===== config.mk =====
export PLATFORM = sky130hd
export DESIGN_NAME = trap_controller_flat
export DESIGN_NICKNAME = d
export VERILOG_FILES = /design/src/rtl/trap_controller_if.sv /design/src/rtl/trap_controller.sv /design/src/flat_wrapper.sv
export SDC_FILE = /design/constraint.sdc
export NUM_CORES = 1
export LEC_CHECK = 0
export BUFFER_PORTS_ARGS = -buffer_cell sky130_fd_sc_hd__buf_2
export CORE_MARGIN = 1
export CORE_UTILIZATION = 60
export CTS_BUF_LIST = sky130_fd_sc_hd__clkbuf_8
export CTS_CLUSTER_SIZE = 24
export DETAILED_ROUTE_END_ITERATION = 8
export PLACE_DENSITY = 0.89
export RECOVER_POWER = 50
export SYNTH_ARGS = -nofsm -noshare
export SYNTH_HDL_FRONTEND = slang
export SYNTH_SLANG_ARGS = --single-unit
export TNS_END_PERCENT = 50

===== constraint.sdc =====
create_clock -name clk -period 3.2 [get_ports clk]
set_clock_uncertainty 0.2 [all_clocks]
set_input_delay 0.32 -clock clk [delete_from_list [all_inputs] [get_ports clk]]
set_output_delay 0.32 -clock clk [all_outputs]
set_load 0.02 [all_outputs]

===== src/rtl/trap_controller_if.sv =====
// trap_controller_if: exception/CSR/redirect bundle between the pipeline and trap_controller
// master: pipeline side (raises exceptions and MRET, accesses CSRs, consumes redirects)
// slave : trap_controller
// TRAP_CTRL_IRQ_EN adds the ext_irq line.
interface trap_controller_if;
  logic        if_exc_valid;
  logic [3:0]  if_exc_cause;
  logic        dec_exc_valid;
  logic [3:0]  dec_exc_cause;
  logic [31:0] dec_inst;
  logic        ls_exc_valid;
  logic [3:0]  ls_exc_cause;
  logic [31:0] ls_exc_addr;
  logic [31:0] current_pc;
  logic        mret_req;
  logic        csr_wr_en;
  logic [11:0] csr_addr;
  logic [31:0] csr_wr_data;
  logic [31:0] csr_rd_data;
  logic        stall;
  logic        flush;
  logic        trap_enable;
  logic [31:0] trap_handler_addr;
  logic        xret_enable;
  logic [31:0] epc_value;
`ifdef TRAP_CTRL_IRQ_EN
  logic        ext_irq;
`endif
  modport master(
`ifdef TRAP_CTRL_IRQ_EN
    output ext_irq,
`endif
    output if_exc_valid, if_exc_cause, dec_exc_valid, dec_exc_cause, dec_inst,
    output ls_exc_valid, ls_exc_cause, ls_exc_addr, current_pc, mret_req,
    output csr_wr_en, csr_addr, csr_wr_data,
    input  csr_rd_data, stall, flush, trap_enable, trap_handler_addr, xret_enable, epc_value
  );
  modport slave(
`ifdef TRAP_CTRL_IRQ_EN
    input  ext_irq,
`endif
    input  if_exc_valid, if_exc_cause, dec_exc_valid, dec_exc_cause, dec_inst,
    input  ls_exc_valid, ls_exc_cause, ls_exc_addr, current_pc, mret_req,
    input  csr_wr_en, csr_addr, csr_wr_data,
    output csr_rd_data, stall, flush, trap_enable, trap_handler_addr, xret_enable, epc_value
  );
endinterface


===== src/rtl/trap_controller.sv =====
// trap_controller: machine-mode trap sequencer owning mtvec/mepc/mcause/mtval/mstatus
// Ports: clk, rst (sync, active-high); bus (trap_controller_if.slave) carries the
//   exception publishers, mret_req, CSR read/write port and the redirect/flush/stall outputs.
// Optional: TRAP_CTRL_IRQ_EN adds ext_irq, mie (0x304, MEIE), mip (0x344, MEIP) and vectored mtvec.
module trap_controller #(
  parameter logic [31:0] MTVEC_RESET = 32'h0000_0100
) (
  input logic clk,
  input logic rst,
  trap_controller_if.slave bus
);
  typedef enum logic [1:0] {IDLE, TRAP, RET} state_t;
  state_t      r_state;
  logic [31:0] r_mtvec, r_mepc, r_mcause, r_mtval, r_tval, r_pc;
  logic [3:0]  r_cause;
  logic        r_irq, r_mie, r_mpie;
  logic        r_stall, r_flush, r_trap_enable, r_xret_enable;
  logic        w_exc, w_take_irq, w_vec;
  logic [3:0]  w_cause;
  logic [31:0] w_tval, w_base, w_rd, w_mstatus;
`ifdef TRAP_CTRL_IRQ_EN
  logic        r_meie;
  assign w_take_irq = bus.ext_irq & r_mie & r_meie & ~w_exc & ~bus.mret_req;
  assign w_vec      = r_mtvec[0] & r_irq;
`else
  assign w_take_irq = 1'b0;
  assign w_vec      = 1'b0;
`endif
  assign w_exc   = bus.if_exc_valid | bus.dec_exc_valid | bus.ls_exc_valid;
  assign w_cause = bus.if_exc_valid ? bus.if_exc_cause :
                   bus.dec_exc_valid ? bus.dec_exc_cause : bus.ls_exc_cause;
  assign w_tval  = bus.if_exc_valid ? bus.current_pc :
                   bus.dec_exc_valid ? ((bus.dec_exc_cause == 4'd2) ? bus.dec_inst : 32'd0) :
                   bus.ls_exc_addr;
  assign w_mstatus = {19'd0, 2'b11, 3'd0, r_mpie, 3'd0, r_mie, 3'd0};
  assign w_base    = {r_mtvec[31:2], 2'b00};
  always_comb begin
    w_rd = (bus.csr_addr == 12'h300) ? w_mstatus :
           (bus.csr_addr == 12'h305) ? r_mtvec :
           (bus.csr_addr == 12'h341) ? r_mepc :
           (bus.csr_addr == 12'h342) ? r_mcause :
           (bus.csr_addr == 12'h343) ? r_mtval :
`ifdef TRAP_CTRL_IRQ_EN
           (bus.csr_addr == 12'h304) ? {20'd0, r_meie, 11'd0} :
           (bus.csr_addr == 12'h344) ? {20'd0, bus.ext_irq, 11'd0} :
`endif
           32'd0;
  end
  assign bus.csr_rd_data       = w_rd;
  assign bus.stall             = r_stall;
  assign bus.flush             = r_flush;
  assign bus.trap_enable       = r_trap_enable;
  assign bus.xret_enable       = r_xret_enable;
  assign bus.epc_value         = r_mepc;
  // r_mtvec is only committed at the end of the TRAP cycle, so a same-cycle write cannot move the target
  assign bus.trap_handler_addr = r_trap_enable ? (w_vec ? w_base + 32'd44 : w_base) : 32'd0;
  // CSR writes come first so the trap/return commit below overrides the fields it owns
  always_ff @(posedge clk) begin
    if (rst) begin
      r_state       <= IDLE;
      r_mtvec       <= {MTVEC_RESET[31:2], 2'b00};
      r_mepc        <= '0;
      r_mcause      <= '0;
      r_mtval       <= '0;
      r_tval        <= '0;
      r_pc          <= '0;
      r_cause       <= '0;
      r_irq         <= 1'b0;
      r_mie         <= 1'b0;
      r_mpie        <= 1'b0;
      r_stall       <= 1'b0;
      r_flush       <= 1'b0;
      r_trap_enable <= 1'b0;
      r_xret_enable <= 1'b0;
`ifdef TRAP_CTRL_IRQ_EN
      r_meie        <= 1'b0;
`endif
    end else begin
      r_stall       <= 1'b0;
      r_flush       <= 1'b0;
      r_trap_enable <= 1'b0;
      r_xret_enable <= 1'b0;
      if (bus.csr_wr_en) begin
        if (bus.csr_addr == 12'h300) begin
          r_mie  <= bus.csr_wr_data[3];
          r_mpie <= bus.csr_wr_data[7];
        end
`ifdef TRAP_CTRL_IRQ_EN
        if (bus.csr_addr == 12'h305) r_mtvec <= {bus.csr_wr_data[31:2], 1'b0, bus.csr_wr_data[0]};
        if (bus.csr_addr == 12'h304) r_meie <= bus.csr_wr_data[11];
`else
        if (bus.csr_addr == 12'h305) r_mtvec <= {bus.csr_wr_data[31:2], 2'b00};
`endif
        if (bus.csr_addr == 12'h341) r_mepc <= {bus.csr_wr_data[31:2], 2'b00};
        if (bus.csr_addr == 12'h342) r_mcause <= bus.csr_wr_data;
        if (bus.csr_addr == 12'h343) r_mtval <= bus.csr_wr_data;
      end
      case (r_state)
        IDLE: begin
          if (w_exc || w_take_irq) begin
            r_state       <= TRAP;
            r_cause       <= w_cause;
            r_tval        <= w_exc ? w_tval : 32'd0;
            r_irq         <= ~w_exc;
            r_pc          <= bus.current_pc;
            r_stall       <= 1'b1;
            r_flush       <= 1'b1;
            r_trap_enable <= 1'b1;
          end else if (bus.mret_req) begin
            r_state       <= RET;
            r_stall       <= 1'b1;
            r_flush       <= 1'b1;
            r_xret_enable <= 1'b1;
          end
        end
        TRAP: begin
          r_state  <= IDLE;
          r_mepc   <= {r_pc[31:2], 2'b00};
          r_mcause <= r_irq ? 32'h8000_000B : {28'd0, r_cause};
          r_mtval  <= r_tval;
          r_mpie   <= r_mie;
          r_mie    <= 1'b0;
        end
        RET: begin
          r_state <= IDLE;
          r_mie   <= r_mpie;
          r_mpie  <= 1'b1;
        end
        default: r_state <= IDLE;
      endcase
    end
  end
endmodule


===== src/flat_wrapper.sv =====
// flat-port wrapper written by rule: the top's interface ports become plain ports
module trap_controller_flat 
#(
  parameter logic [31:0] MTVEC_RESET = 32'h0000_0100
)
  (clk, rst, bus_if_exc_valid, bus_if_exc_cause, bus_dec_exc_valid, bus_dec_exc_cause, bus_dec_inst, bus_ls_exc_valid, bus_ls_exc_cause, bus_ls_exc_addr, bus_current_pc, bus_mret_req, bus_csr_wr_en, bus_csr_addr, bus_csr_wr_data, bus_csr_rd_data, bus_stall, bus_flush, bus_trap_enable, bus_trap_handler_addr, bus_xret_enable, bus_epc_value);
  trap_controller_if bus_i ();
  input logic clk;
  input logic rst;
  input wire logic [$bits(bus_i.if_exc_valid)-1:0] bus_if_exc_valid;
  input wire logic [$bits(bus_i.if_exc_cause)-1:0] bus_if_exc_cause;
  input wire logic [$bits(bus_i.dec_exc_valid)-1:0] bus_dec_exc_valid;
  input wire logic [$bits(bus_i.dec_exc_cause)-1:0] bus_dec_exc_cause;
  input wire logic [$bits(bus_i.dec_inst)-1:0] bus_dec_inst;
  input wire logic [$bits(bus_i.ls_exc_valid)-1:0] bus_ls_exc_valid;
  input wire logic [$bits(bus_i.ls_exc_cause)-1:0] bus_ls_exc_cause;
  input wire logic [$bits(bus_i.ls_exc_addr)-1:0] bus_ls_exc_addr;
  input wire logic [$bits(bus_i.current_pc)-1:0] bus_current_pc;
  input wire logic [$bits(bus_i.mret_req)-1:0] bus_mret_req;
  input wire logic [$bits(bus_i.csr_wr_en)-1:0] bus_csr_wr_en;
  input wire logic [$bits(bus_i.csr_addr)-1:0] bus_csr_addr;
  input wire logic [$bits(bus_i.csr_wr_data)-1:0] bus_csr_wr_data;
  output wire logic [$bits(bus_i.csr_rd_data)-1:0] bus_csr_rd_data;
  output wire logic [$bits(bus_i.stall)-1:0] bus_stall;
  output wire logic [$bits(bus_i.flush)-1:0] bus_flush;
  output wire logic [$bits(bus_i.trap_enable)-1:0] bus_trap_enable;
  output wire logic [$bits(bus_i.trap_handler_addr)-1:0] bus_trap_handler_addr;
  output wire logic [$bits(bus_i.xret_enable)-1:0] bus_xret_enable;
  output wire logic [$bits(bus_i.epc_value)-1:0] bus_epc_value;
  assign bus_i.if_exc_valid = bus_if_exc_valid;
  assign bus_i.if_exc_cause = bus_if_exc_cause;
  assign bus_i.dec_exc_valid = bus_dec_exc_valid;
  assign bus_i.dec_exc_cause = bus_dec_exc_cause;
  assign bus_i.dec_inst = bus_dec_inst;
  assign bus_i.ls_exc_valid = bus_ls_exc_valid;
  assign bus_i.ls_exc_cause = bus_ls_exc_cause;
  assign bus_i.ls_exc_addr = bus_ls_exc_addr;
  assign bus_i.current_pc = bus_current_pc;
  assign bus_i.mret_req = bus_mret_req;
  assign bus_i.csr_wr_en = bus_csr_wr_en;
  assign bus_i.csr_addr = bus_csr_addr;
  assign bus_i.csr_wr_data = bus_csr_wr_data;
  assign bus_csr_rd_data = bus_i.csr_rd_data;
  assign bus_stall = bus_i.stall;
  assign bus_flush = bus_i.flush;
  assign bus_trap_enable = bus_i.trap_enable;
  assign bus_trap_handler_addr = bus_i.trap_handler_addr;
  assign bus_xret_enable = bus_i.xret_enable;
  assign bus_epc_value = bus_i.epc_value;
  trap_controller #(.MTVEC_RESET(MTVEC_RESET)) u_core (.clk(clk), .rst(rst), .bus(bus_i));
endmodule

==> impl_results.md <==
* Outcome: finished with violations
* Failing checks: negative hold slack, max-capacitance violations, max-slew violations
* Yosys top cell area share at about two fifths
* Seq/Total Area, Yosys at between 30% and 40%
* Max-cap viol count at 1
* Setup slack after layout at between 0.4 and 0.5 ns
* Largest fanout on the critical path at 47
* Synth Flop Type: dfxtp_1
* Post-synth EDFFs at 0
* DR WL met3 at between 2000 and 3000 um
* Drc violations at 0
* Row Count at 47
* Tmin final at 2.77 ns
* Post-synthesis cell count at 1230
* Count of final hold-check violations at 1
* Sink Count at 198
* I/O Buffers at 254
* CP endpoint kind: flop
* Synthesized area at 10300 um2
* WP data required at 3.31 ns
* Least-Margin Pin Slew at between 1.5 and 2 ns
* Vias in the first global route at 9547
* Total Routing Usage GR at 35.6%
* First-pass GRT wire length at 49600 um
* Seq cells post-synth at about 200
* Mean routed wirelength per cell at roughly 19 um
* Post-Route Setup TNS at 0 ns
* Count of final setup violators at 0
* Leak pwr at 5.13 nW
* Later-pin clock latency in the skew report at 0.48 ns
* Max Freq at 0.360 GHz
* RSZ-0062 raised after global routing: no
* Final WL at 31700 um
* Hold Path Class: in -> reg
* Synth unique cells at just over 50
* Initial antenna violation count at 1
* Post-route clock period utilization at 86.7%
* Area Overhead vs Synth at 21.1%
* Antenna-violating nets left at 0
* Root buf cell: clkbuf_8
* Startpoint types: flop
* Largest net degree at the start of global routing at 74
* Slew headroom at -11.1%
* Core Area at 16600 um2
* CTS clk-pin slew, worst paths at 0.09 ns
* Max-slew violations at 21
* Met1 WL at 14200 um
* Total grt overflow at 0
* Yosys top cell by area: dfxtp_1
* Drt pass-1 iters at 5
* Commonest non-fill, non-tap cell in the layout: buf_2
* Ys Warns at 0
* Clk buf depth at 2
* Final total power at 0.00522 W
* GPL Wtd Cong at between 0.8 and 0.9
* Worst path arrival time at 2.89 ns
* Share of layout cells above drive strength 1 at 22.6%
* Peak VDD IR at ~0.00030 V
* Post-place setup slack at 0.636 ns
* Io pins at 259
* Nets at 1634
* Routed via count at 10.4k
* Vias/cell at 6.14
* Hold_ws at -0.00922 ns
* Pwr Density at 420 nW/um2
* Die area at roughly 18000 um2
* Metal2 WL at 13700 um
* Buffer count from post-CTS setup fixing at 0
* N_diodes at 0
* Die Ht at roughly 130 um
* Synth Area per Inst at 8.35 um2
* CTS tree: yes
* Die W at ~130 um
* Iter 0 DRT Violations at around 1.1k
* Initial Utilization at 61.7%
* FFs w/ async S/R, synth at 0%
* Top Metal Used: met5
* # H-tree levels at 4
* Inserted Clock Buffers at 17
* Setup CP Type: reg -> reg
* Most frequent cells in the layout: 219 x buf_2, 198 x dfxtp_1, 166 x nand2_1, 129 x a21oi_1, 105 x inv_1
* Hpwl dp at between 20000 and 25000 um
* Ranking of synthesized cells by area: dfxtp_1 39%, a2111oi_2 8.5%, a21oi_1 6.3%
[registers in the layout, summed over array words and instances (netlist names)]
register	cells
u_core.r_mcause	32
u_core.r_mtval	32
u_core.r_tval	32
u_core.bus.epc_value	30
u_core.r_mtvec	30
u_core.r_pc	30
u_core.r_cause	4
u_core.r_state	2
u_core.bus.stall	1
u_core.bus.trap_enable	1
u_core.bus.xret_enable	1
u_core.r_irq	1
u_core.r_mie	1
u_core.r_mpie	1
[worst paths after layout]
kind | startpoint | endpoint | slack (ns) | cells past startpoint
worst min-delay path | bus_if_exc_valid | u_core.r_state[1]$_SDFFE_PP0P_ | -0.009 | 3
worst max-delay path | u_core.r_state[1]$_SDFFE_PP0P_ | u_core.r_mcause[12]$_SDFFE_PP0P_ | 0.43 | 4
worst min register to register | u_core.r_mcause[30]$_SDFFE_PP0P_ | u_core.r_mcause[30]$_SDFFE_PP0P_ | 0.25 | 2
worst max register to register | u_core.r_state[1]$_SDFFE_PP0P_ | u_core.r_mcause[12]$_SDFFE_PP0P_ | 0.43 | 4
[cells by family (layout without fill, tap and decap cells)]
kind of cell	count (synthesis)	count (layout)	synth area share, %
buf+inv	222	470	9.07
flops	198	198	38.6
mux	65	65	6.41
other cells	1	4	0.0365
simple gates	445	445	22.5
fa+ha+maj	3	3	0.365
compound gates	296	296	23.0
[where the power goes]
group	leakage (nW)	internal [W]	switching [W]
Sequential	1.62	0.00261	0.000111
Combinational	3.32	0.000404	0.000615
Clock	0.191	0.000648	0.000829
Total	5.13	0.00367	0.00156
[synth_stat cells (2+ instances only)]
library cell and count:
a2111oi_1 4, a2111oi_2 58, a21oi_1 129, a221o_1 33, a221oi_1 2, a22o_1 4
a22oi_1 24, a31o_2 2, a31oi_1 2, a32oi_1 2, and2_1 33, and3_1 3
and4bb_1 2, and4bb_2 2, buf_2 31, buf_4 8, buf_6 4, clkbuf_1 77
dfxtp_1 198, ha_1 3, inv_1 101, mux2_2 6, mux2i_1 59, nand2_1 167
nand2b_1 2, nand3_1 35, nand4_1 2, nand4_4 2, nor2_1 41, nor2b_1 5
nor3_1 74, nor3b_1 63, nor4_1 4, nor4_4 2, o21ai_0 29, o21bai_1 2
[area by class of cell]
class,instances,area (um2)
Fill cell,1228,4200
Multi-Input combinational cell,813,5360
Sequential cell,198,3960
Clock inverter,8,63.8
Clock buffer,20,275
Timing Repair Buffer,341,2120
Inverter,101,379
Tap cell,220,275
[repair_timing]
action	4_1_cts	5_1_grt
gates resized for setup	0	0
hold buffers	62	0
hold endpoints to repair	90	0
[critical path, stage by stage, from the launching register on]
cell     delay [ns]
dfxtp_1        0.34
inv_1          0.08
ha_2           0.87
or2_1          0.97
a21oi_1        0.13
[metrics by stage]
stage | utilization (%) | cells | cell area [um2] | hold WS, ns
2_1_floorplan | - | 1233 | 10300 | 0.229
3_3_place_gp | 69.6 | 1611 | 11600 | 0.236
3_5_place_dp | 69.6 | 1611 | 11600 | 0.245
4_1_cts | 75.4 | 1701 | 12500 | 0.00598
5_1_grt | 74.7 | 1701 | 12400 | 0.00210
6_report | 74.7 | 1701 | 12400 | -0.00922
[layer usage]
layer  vias to the layer above  global-route usage (%)
li1                       4795                       -
met1                      4913                    51.4
met2                       633                    52.6
met3                       104                    6.02
met4                         2                    13.9
met5                         -                       0
Note: power is estimated with default switching activity, not from simulation.
